File: config.mk
export PLATFORM = sky130hd
export DESIGN_NAME = button_score_counter
export DESIGN_NICKNAME = d
export VERILOG_FILES = /design/src/rtl/button_score_counter.sv
export SDC_FILE = /design/constraint.sdc
export NUM_CORES = 1
export LEC_CHECK = 0
export ABC_AREA = 1
export CORE_MARGIN = 2
export CORE_UTILIZATION = 44
export CTS_CLUSTER_SIZE = 12
export DETAILED_ROUTE_END_ITERATION = 10
export GPL_TIMING_DRIVEN = 0
export SETUP_SLACK_MARGIN = 0.05
export SLEW_MARGIN = 15
export SYNTH_ARGS = -nofsm -noshare
export SYNTH_HDL_FRONTEND = slang
export SYNTH_SLANG_ARGS = --single-unit
File: constraint.sdc
create_clock -name CLOCK -period 2.25 [get_ports CLOCK]
set_input_delay 0.5625 -clock CLOCK [delete_from_list [all_inputs] [get_ports CLOCK]]
set_output_delay 0.5625 -clock CLOCK [all_outputs]
set_load 0.01 [all_outputs]
File: src/rtl/button_score_counter.sv
// Three debounced pushbuttons drive a saturating 8-bit count with press-and-hold
// auto-repeat; step_pulse marks every cycle in which number takes a new value.
module button_score_counter #(
    parameter int DEBOUNCE_CYCLES = 1000000,
    parameter int REPEAT_DELAY    = 50000000,
    parameter int REPEAT_PERIOD   = 10000000,
    parameter int MAX_VALUE       = 255
) (
    input  logic       CLOCK,
    input  logic       RESET,
    input  logic       btn_up,
    input  logic       btn_down,
    input  logic       btn_clr,
    output logic [7:0] number,
    output logic       step_pulse,
    output logic       at_max,
    output logic       at_min
);
    localparam int DB_W    = (DEBOUNCE_CYCLES > 1) ? $clog2(DEBOUNCE_CYCLES) : 1;
    localparam int TMR_MAX = (REPEAT_DELAY > REPEAT_PERIOD) ? REPEAT_DELAY : REPEAT_PERIOD;
    localparam int TMR_W   = $clog2(TMR_MAX);

    localparam logic [DB_W-1:0]  DB_LAST  = DB_W'(DEBOUNCE_CYCLES - 1);
    localparam logic [TMR_W-1:0] DLY_LAST = TMR_W'(REPEAT_DELAY - 1);
    localparam logic [TMR_W-1:0] PER_LAST = TMR_W'(REPEAT_PERIOD - 1);
    localparam logic [7:0]       MAX_V    = 8'(MAX_VALUE);

    typedef enum logic [1:0] {IDLE, STEP, DELAY, REPEAT} state_t;

    // Bit 0 = up, bit 1 = down, bit 2 = clear throughout the button path.
    logic [2:0]      w_raw;
    logic [2:0]      r_sync1;
    logic [2:0]      r_sync2;
    logic [2:0]      r_db;
    logic [DB_W-1:0] r_db_cnt [3];

    state_t           r_state;
    logic             r_dir;
    logic             r_clr_prev;
    logic [TMR_W-1:0] r_timer;
    logic [7:0]       r_number;
    logic             r_step_pulse;

    logic       w_cmd_up;
    logic       w_cmd_dn;
    logic       w_cmd_lost;
    logic       w_clr_rise;
    logic [7:0] w_stepped;

    function automatic logic [7:0] f_step(input logic [7:0] v, input logic up);
        if (up) begin
            return (v >= MAX_V) ? v : v + 8'd1;
        end
        return (v == 8'd0) ? v : v - 8'd1;
    endfunction

    assign w_raw      = {btn_clr, btn_down, btn_up};
    assign w_cmd_up   = r_db[0] & ~r_db[1];
    assign w_cmd_dn   = r_db[1] & ~r_db[0];
    assign w_cmd_lost = r_dir ? ~w_cmd_up : ~w_cmd_dn;
    assign w_clr_rise = r_db[2] & ~r_clr_prev;
    assign w_stepped  = f_step(r_number, r_dir);

    always_ff @(posedge CLOCK) begin
        if (RESET) begin
            r_sync1 <= '0;
            r_sync2 <= '0;
            r_db    <= '0;
            for (int i = 0; i < 3; i++) begin
                r_db_cnt[i] <= '0;
            end
        end else begin
            r_sync1 <= w_raw;
            r_sync2 <= r_sync1;
            for (int i = 0; i < 3; i++) begin
                if (r_sync2[i] == r_db[i]) begin
                    r_db_cnt[i] <= '0;
                end else if (r_db_cnt[i] == DB_LAST) begin
                    r_db[i]     <= r_sync2[i];
                    r_db_cnt[i] <= '0;
                end else begin
                    r_db_cnt[i] <= r_db_cnt[i] + DB_W'(1);
                end
            end
        end
    end

    always_ff @(posedge CLOCK) begin
        if (RESET) begin
            r_state      <= IDLE;
            r_dir        <= 1'b0;
            r_clr_prev   <= 1'b0;
            r_timer      <= '0;
            r_number     <= 8'd0;
            r_step_pulse <= 1'b0;
        end else begin
            r_clr_prev   <= r_db[2];
            r_step_pulse <= 1'b0;
            if (w_clr_rise) begin
                r_number     <= 8'd0;
                r_step_pulse <= (r_number != 8'd0);
                r_state      <= IDLE;
                r_timer      <= '0;
            end else begin
                case (r_state)
                    IDLE: begin
                        if ((w_cmd_up | w_cmd_dn) & ~r_db[2]) begin
                            r_dir   <= w_cmd_up;
                            r_state <= STEP;
                        end
                    end
                    STEP: begin
                        r_number     <= w_stepped;
                        r_step_pulse <= (w_stepped != r_number);
                        r_timer      <= '0;
                        r_state      <= DELAY;
                    end
                    DELAY, REPEAT: begin
                        // A release, reversal or conflict abandons the hold without stepping.
                        if (w_cmd_lost) begin
                            r_state <= IDLE;
                            r_timer <= '0;
                        end else if (r_timer == ((r_state == DELAY) ? DLY_LAST : PER_LAST)) begin
                            r_number     <= w_stepped;
                            r_step_pulse <= (w_stepped != r_number);
                            r_timer      <= '0;
                            r_state      <= REPEAT;
                        end else begin
                            r_timer <= r_timer + TMR_W'(1);
                        end
                    end
                    default: r_state <= IDLE;
                endcase
            end
        end
    end

    assign number     = r_number;
    assign step_pulse = r_step_pulse;
    assign at_max     = (r_number == MAX_V);
    assign at_min     = (r_number == 8'd0);

endmodule

# Word level (Yosys, flattened, before mapping)
# Memories as Yosys holds them, arrays and structs flattened.
# Index checks and enable logic that the tools add are counted.
# word_totals
regBits,48
mem_bits_rw,60
inputBits,5
word_cells,136
n_memories,1
# classes
n_addsub,6
magnitude_cmp,1
n_eq_ne,16
muxes,65
bitwise_logic,24
n_reduce_logical,12
# memory_table
memory,depth,word_bits,rd,rd_ports_with_merged_regs,write_ports,line_no,text
r_db_cnt,3,20,3,0,3,35,logic [DB_W-1:0] r_db_cnt [3];
# op_table
cell,n
20-bit two-way mux,9
26-bit two-way mux,3
20-bit by 1-bit adder with 20-bit output (second input constant),3
20-bit equality test (second input constant),3
26-bit case mux with 2 select lines,1
8-bit two-way mux,6
1-bit two-way mux,40
26-bit by 1-bit adder with 26-bit output (second input constant),1
26-bit equality test,1
8-bit case mux with 2 select lines,1
1-bit inverter,10
1-bit bitwise OR,10
8-bit by 1-bit adder with 8-bit output (second input constant),1
8-bit equality test (second input constant),1
8-bit greater-or-equal comparator (second input constant),1
8-bit zero test,1
8-bit inequality test,1
2-bit AND reduction,4
8-bit nonzero test,1
8-bit by 1-bit subtractor with 8-bit output (second input constant),1
2-bit two-way mux,3
2-bit inequality test (second input constant),3
2-bit case mux with 3 select lines,1
3-bit AND reduction,2
9 further kinds,16

# Depth between registers and ports, before layout
# logic_depth
ltp_word,9
mapped_depth,12
depth_no_buf,12

# Worst setup path after synthesis
# OpenSTA, ideal clock, no wires.
# synth_path
kind,reg2reg
from,memory r_db_cnt[1][0] (netlist name)
to,memory r_db_cnt[1][15] (netlist name) (data pin)
arrival_ps,1493
required_time_ps,1996
slack_ps,503
path_stages_with_launch,10
path_buffers,1
period_less_slack_ps,1747
cell_sequence,edfxtp_1 -> ha_1 -> nand3_1 -> nor2_1 -> nand2_1 -> nor2_1 -> nand4_1 -> nand2_2 -> buf_4 -> nor2_1
# synth_rtl
item,line_no
from (decl),35

# Worst setup path in the final report
# layout_path
from,register r_number[0] (netlist: number[0])
to,output at_min
# layout_between
elab_chain_cells,1
# layout_rtl
item,line_no,text
from (decl),41,logic [7:0] r_number;
from (signal assigned),113,r_number <= w_stepped;
from (signal assigned),124,r_number <= w_stepped;
8-bit zero test,141,assign at_min = (r_number == 8'd0);
to (decl),17,output logic at_min
# No other way between the ends.

==> impl_metrics.json <==
{
  "cp_data_arrival_time_ns": 1.57,
  "place_congestion": 0.8456,
  "placedInstanceArea_sq_mm": 0.007017,
  "final-seq-area_sq_mm": 0.002771,
  "dp.cells": 1105,
  "groute.usage.overall_pct": 17.42,
  "seq_area_frac_synth_pct": 43.00,
  "startpoint": "number[0]$_SDFFE_PP0P_",
  "drc_errors": 0,
  "vias": 5409,
  "cp-end-kind": "output port",
  "critical_path_required_ns": 1.69,
  "antenna_found_initial": 0,
  "r2r.worst_path.cells": 9,
  "antenna_cells": 0,
  "final_core_util_pct": 51.14,
  "yosys.area.top_type": "edfxtp_1",
  "period_needed_ns": 2.132,
  "multi_input_area_sq_mm": 0.003408,
  "cts_tree": "built",
  "cellLeakagePower_nw": 2.897,
  "core-area_sq_mm": 0.01442,
  "skew_ns": 0.005040,
  "critPathSlowestCell": "dfxtp_4",
  "final_cell_area_sq_mm": 0.007377,
  "setup_violations": 0,
  "portBuffers": 14,
  "clock_latency_ns": 0.36,
  "die_area_sq_mm": 0.01559,
  "num_rows": 44,
  "layout.nets": 952,
  "grt_setup_unrepaired": "no",
  "peakVddDrop_v": 0.0003921,
  "cp_max_fo": 8,
  "fin_tns_setup_ns": 0,
  "ant_nets": 0,
  "initial_core_util_pct": 44.54,
  "min_path_type": "reg -> reg",
  "drive_gt1_share_pct": 9.968,
  "ys_seq_elements": 108,
  "hold_violations": 0,
  "root_buffer": "clkbuf_16",
  "slowest_delay_ns": 0.38,
  "top_level_ports": 16,
  "slew_violations": 0,
  "power_density_mw_per_mm2": 584.5,
  "die_h_microns": 124.8,
  "cts_buffers": 9,
  "totalPowerFinal_w": 0.004312,
  "endpoint": "at_min",
  "synth_area_leaders": "edfxtp_1 (28%), dfxtp_1 (15%), nand2_1 (11%)",
  "dpl.hpwl_microns": 9745,
  "ys_warn_count": 0,
  "crit_type": "reg -> out",
  "status": "finished clean",
  "ys_types": 43,
  "cts_hold_buf": 0,
  "grt_first_pass_wirelength_microns": 22560,
  "synthCells": 848,
  "drv_cap": 0,
  "clkSinkCount": 108,
  "wl_microns": 13130,
  "stdcell_count": 1127,
  "syn_area_per_cell_sq_um": 7.577,
  "drt_iter0_drc": 249,
  "cp_top_family": "buffers and inverters",
  "relSlewSlack_pct": 58.86,
  "grt_pass1_vias": 4936,
  "grt_max_degree": 19,
  "fp.dieW_microns": 124.8,
  "worstReg2RegStart": "r_db_cnt[1][0]$_SDFFCE_PN0P_",
  "drtPass1Iterations": 5,
  "fmax_mhz": 469.1,
  "viasPerCell": 4.799,
  "path_depth": 5,
  "synth_top_area_share_pct": 28.04,
  "fin_crit_sh_pct": 94.75,
  "grt_overflow_total": 0,
  "clockBufferDepth": 2,
  "reg2reg_slack_ns": 0.23,
  "worstPathBufferInverterCount": 2,
  "h-tree-depth": 3,
  "r2r-end": "r_db_cnt[1][16]$_SDFFCE_PN0P_",
  "synth_area_sq_mm": 0.006425,
  "worstPathCellList": "inv_1, ha_1, nand3_1, nor2_2, dlygate4sd2_1",
  "clkTransAtPathRegs_ns": 0.07,
  "start_kind": "register",
  "area_delta_synth_final_pct": 14.82,
  "tightest_slew_ns": 0.6171,
  "routedWlPerCell_microns": 11.65,
  "fillCellCount": 1480
}
through the flow:
stage | worst slack (ns) | hold WS (ns)
after detailed placement | -0.1529 | 0.3977
final | 0.1182 | 0.4115
after global routing | 0.04193 | 0.4470
after CTS | 0.01834 | 0.4077
after floorplan | 0.5026 | 0.3883
after global placement | -0.1552 | 0.4042
kinds of logic (layout without fill, tap and decap cells):
kind of cell | after synthesis | count (layout) | share of synthesized area [%]
AND/OR/NAND/NOR | 492 | 492 | 35.64
buffers and inverters | 123 | 159 | 7.829
flip-flops | 108 | 108 | 43.00
AO/OA/AOI/OAI | 79 | 79 | 6.816
XOR/XNOR | 36 | 36 | 4.907
adder cells (fa/ha/maj) | 9 | 9 | 1.753
other | 1 | 60 | 0.05837
power by group:
part / total, W / internal [W] / switching, W
combinational: 0.000581 / 0.000196 / 0.000385
clock: 0.00152 / 0.000763 / 0.000756
sequential: 0.00221 / 0.00214 / 0.0000686
total: 0.00431 / 0.00310 / 0.00121
cells in the mapped netlist:
library cell  instances
and3_1                1
nor3_2                3
buf_4                 2
clkbuf_1              4
inv_1               100
buf_2                 8
a21oi_1              43
conb_1                1
a21oi_4               1
nand3b_1              2
nor4_1                9
o211ai_1              1
a21oi_2               4
xor2_1               31
o22ai_1               1
nand3_2               5
nor3b_1              12
nor3b_2               1
o21ai_0              22
nand2_2               6
o21a_1                2
nand4_4               1
edfxtp_1             60
nor2_4                3
nor2_2               11
xnor2_1               5
nand2_1             194
or2_2                 6
or2_0                 1
nor2_1              128
nand4_1              28
ha_1                  9
buf_6                 1
inv_2                 7
dfxtp_1              48
o21bai_1              2
buf_12                1
nand4_2               3
nand3_1              47
nor3_1               29
o21ai_1               1
a31oi_1               2
nand2_4               2
per-layer routing:
metal	track usage [%]	wire (microns)	vias up
li1	-	-	2910
met1	24.08	6621	2409
met2	27.58	5966	77
met3	4.081	408	13
met4	4.641	136	0
met5	0	0	-
cell type report:
type | instances | area share [%]
Clock buffer | 10 | 3.104
Buffer | 16 | 1.509
Timing Repair Buffer | 20 | 2.425
Tap cell | 184 | 3.121
Multi-Input combinational cell | 676 | 46.20
Inverter | 107 | 5.444
Sequential cell | 108 | 37.57
Clock inverter | 6 | 0.6275
sequential cells by signal, summed over array words and instances (netlist names):
| signal | cells |
|---|---|
| r_sync2 | 3 |
| r_db_cnt | 60 |
| r_state | 2 |
| number | 8 |
| step_pulse | 1 |
| r_db | 3 |
| r_timer | 26 |
| r_dir | 1 |
| r_sync1 | 3 |
| r_clr_prev | 1 |
worst reg2reg max path, delay by kind of cell (launching register included):
family,cells,cell delay (ns)
flops,1,0.38
simple gates,7,1.00
fa+ha+maj,1,0.19
buf+inv,1,0.20
worst min-delay path by stage:
stage	startpoint	to	slack (ns)	cells after the start
floorplan	r_sync1[0]$_SDFF_PP0_	r_sync2[0]$_SDFF_PP0_	0.39	2
global placement	r_sync1[0]$_SDFF_PP0_	r_sync2[0]$_SDFF_PP0_	0.40	2
detailed placement	r_sync1[2]$_SDFF_PP0_	r_sync2[2]$_SDFF_PP0_	0.40	2
CTS	r_sync1[2]$_SDFF_PP0_	r_sync2[2]$_SDFF_PP0_	0.41	2
global route	r_sync1[0]$_SDFF_PP0_	r_sync2[0]$_SDFF_PP0_	0.45	2
finish	r_sync1[2]$_SDFF_PP0_	r_sync2[2]$_SDFF_PP0_	0.41	2
timing repair:
action,in CTS,in global routing
setup buffers,0,6
hold endpoints to repair,0,0
endpoints found under the setup margin,2,55
resized for setup,10,11
pin swaps,0,3
placed cells by master (no fill, tap or decap), types with 2 or more instances in the layout:
cell,netlist,final
nand4_1,28,28
nand3_1,47,47
nor4_1,9,9
a31oi_1,2,2
o21bai_1,2,2
nand2_2,6,5
clkbuf_4,0,4
conb_1,1,60
buf_2,8,4
edfxtp_1,60,60
clkbuf_1,4,5
or2_2,6,6
o21a_1,2,2
inv_1,100,100
inv_2,7,7
nand2_4,2,3
nor2_2,11,13
clkdlybuf4s50_1,0,12
nand4_2,3,3
dfxtp_4,0,2
nor3_2,3,3
buf_4,2,8
nor2_1,128,124
nor2_4,3,5
nand3b_1,2,2
dfxtp_1,48,45
inv_6,0,3
o21ai_0,22,22
nand3_2,5,5
xor2_1,31,31
ha_1,9,8
nor3_1,29,29
clkbuf_16,0,9
nand2_1,194,194
xnor2_1,5,5
nor3b_1,12,12
a21oi_1,43,43
a21oi_2,4,4
No activity file was read; power rests on OpenSTA's default activity.
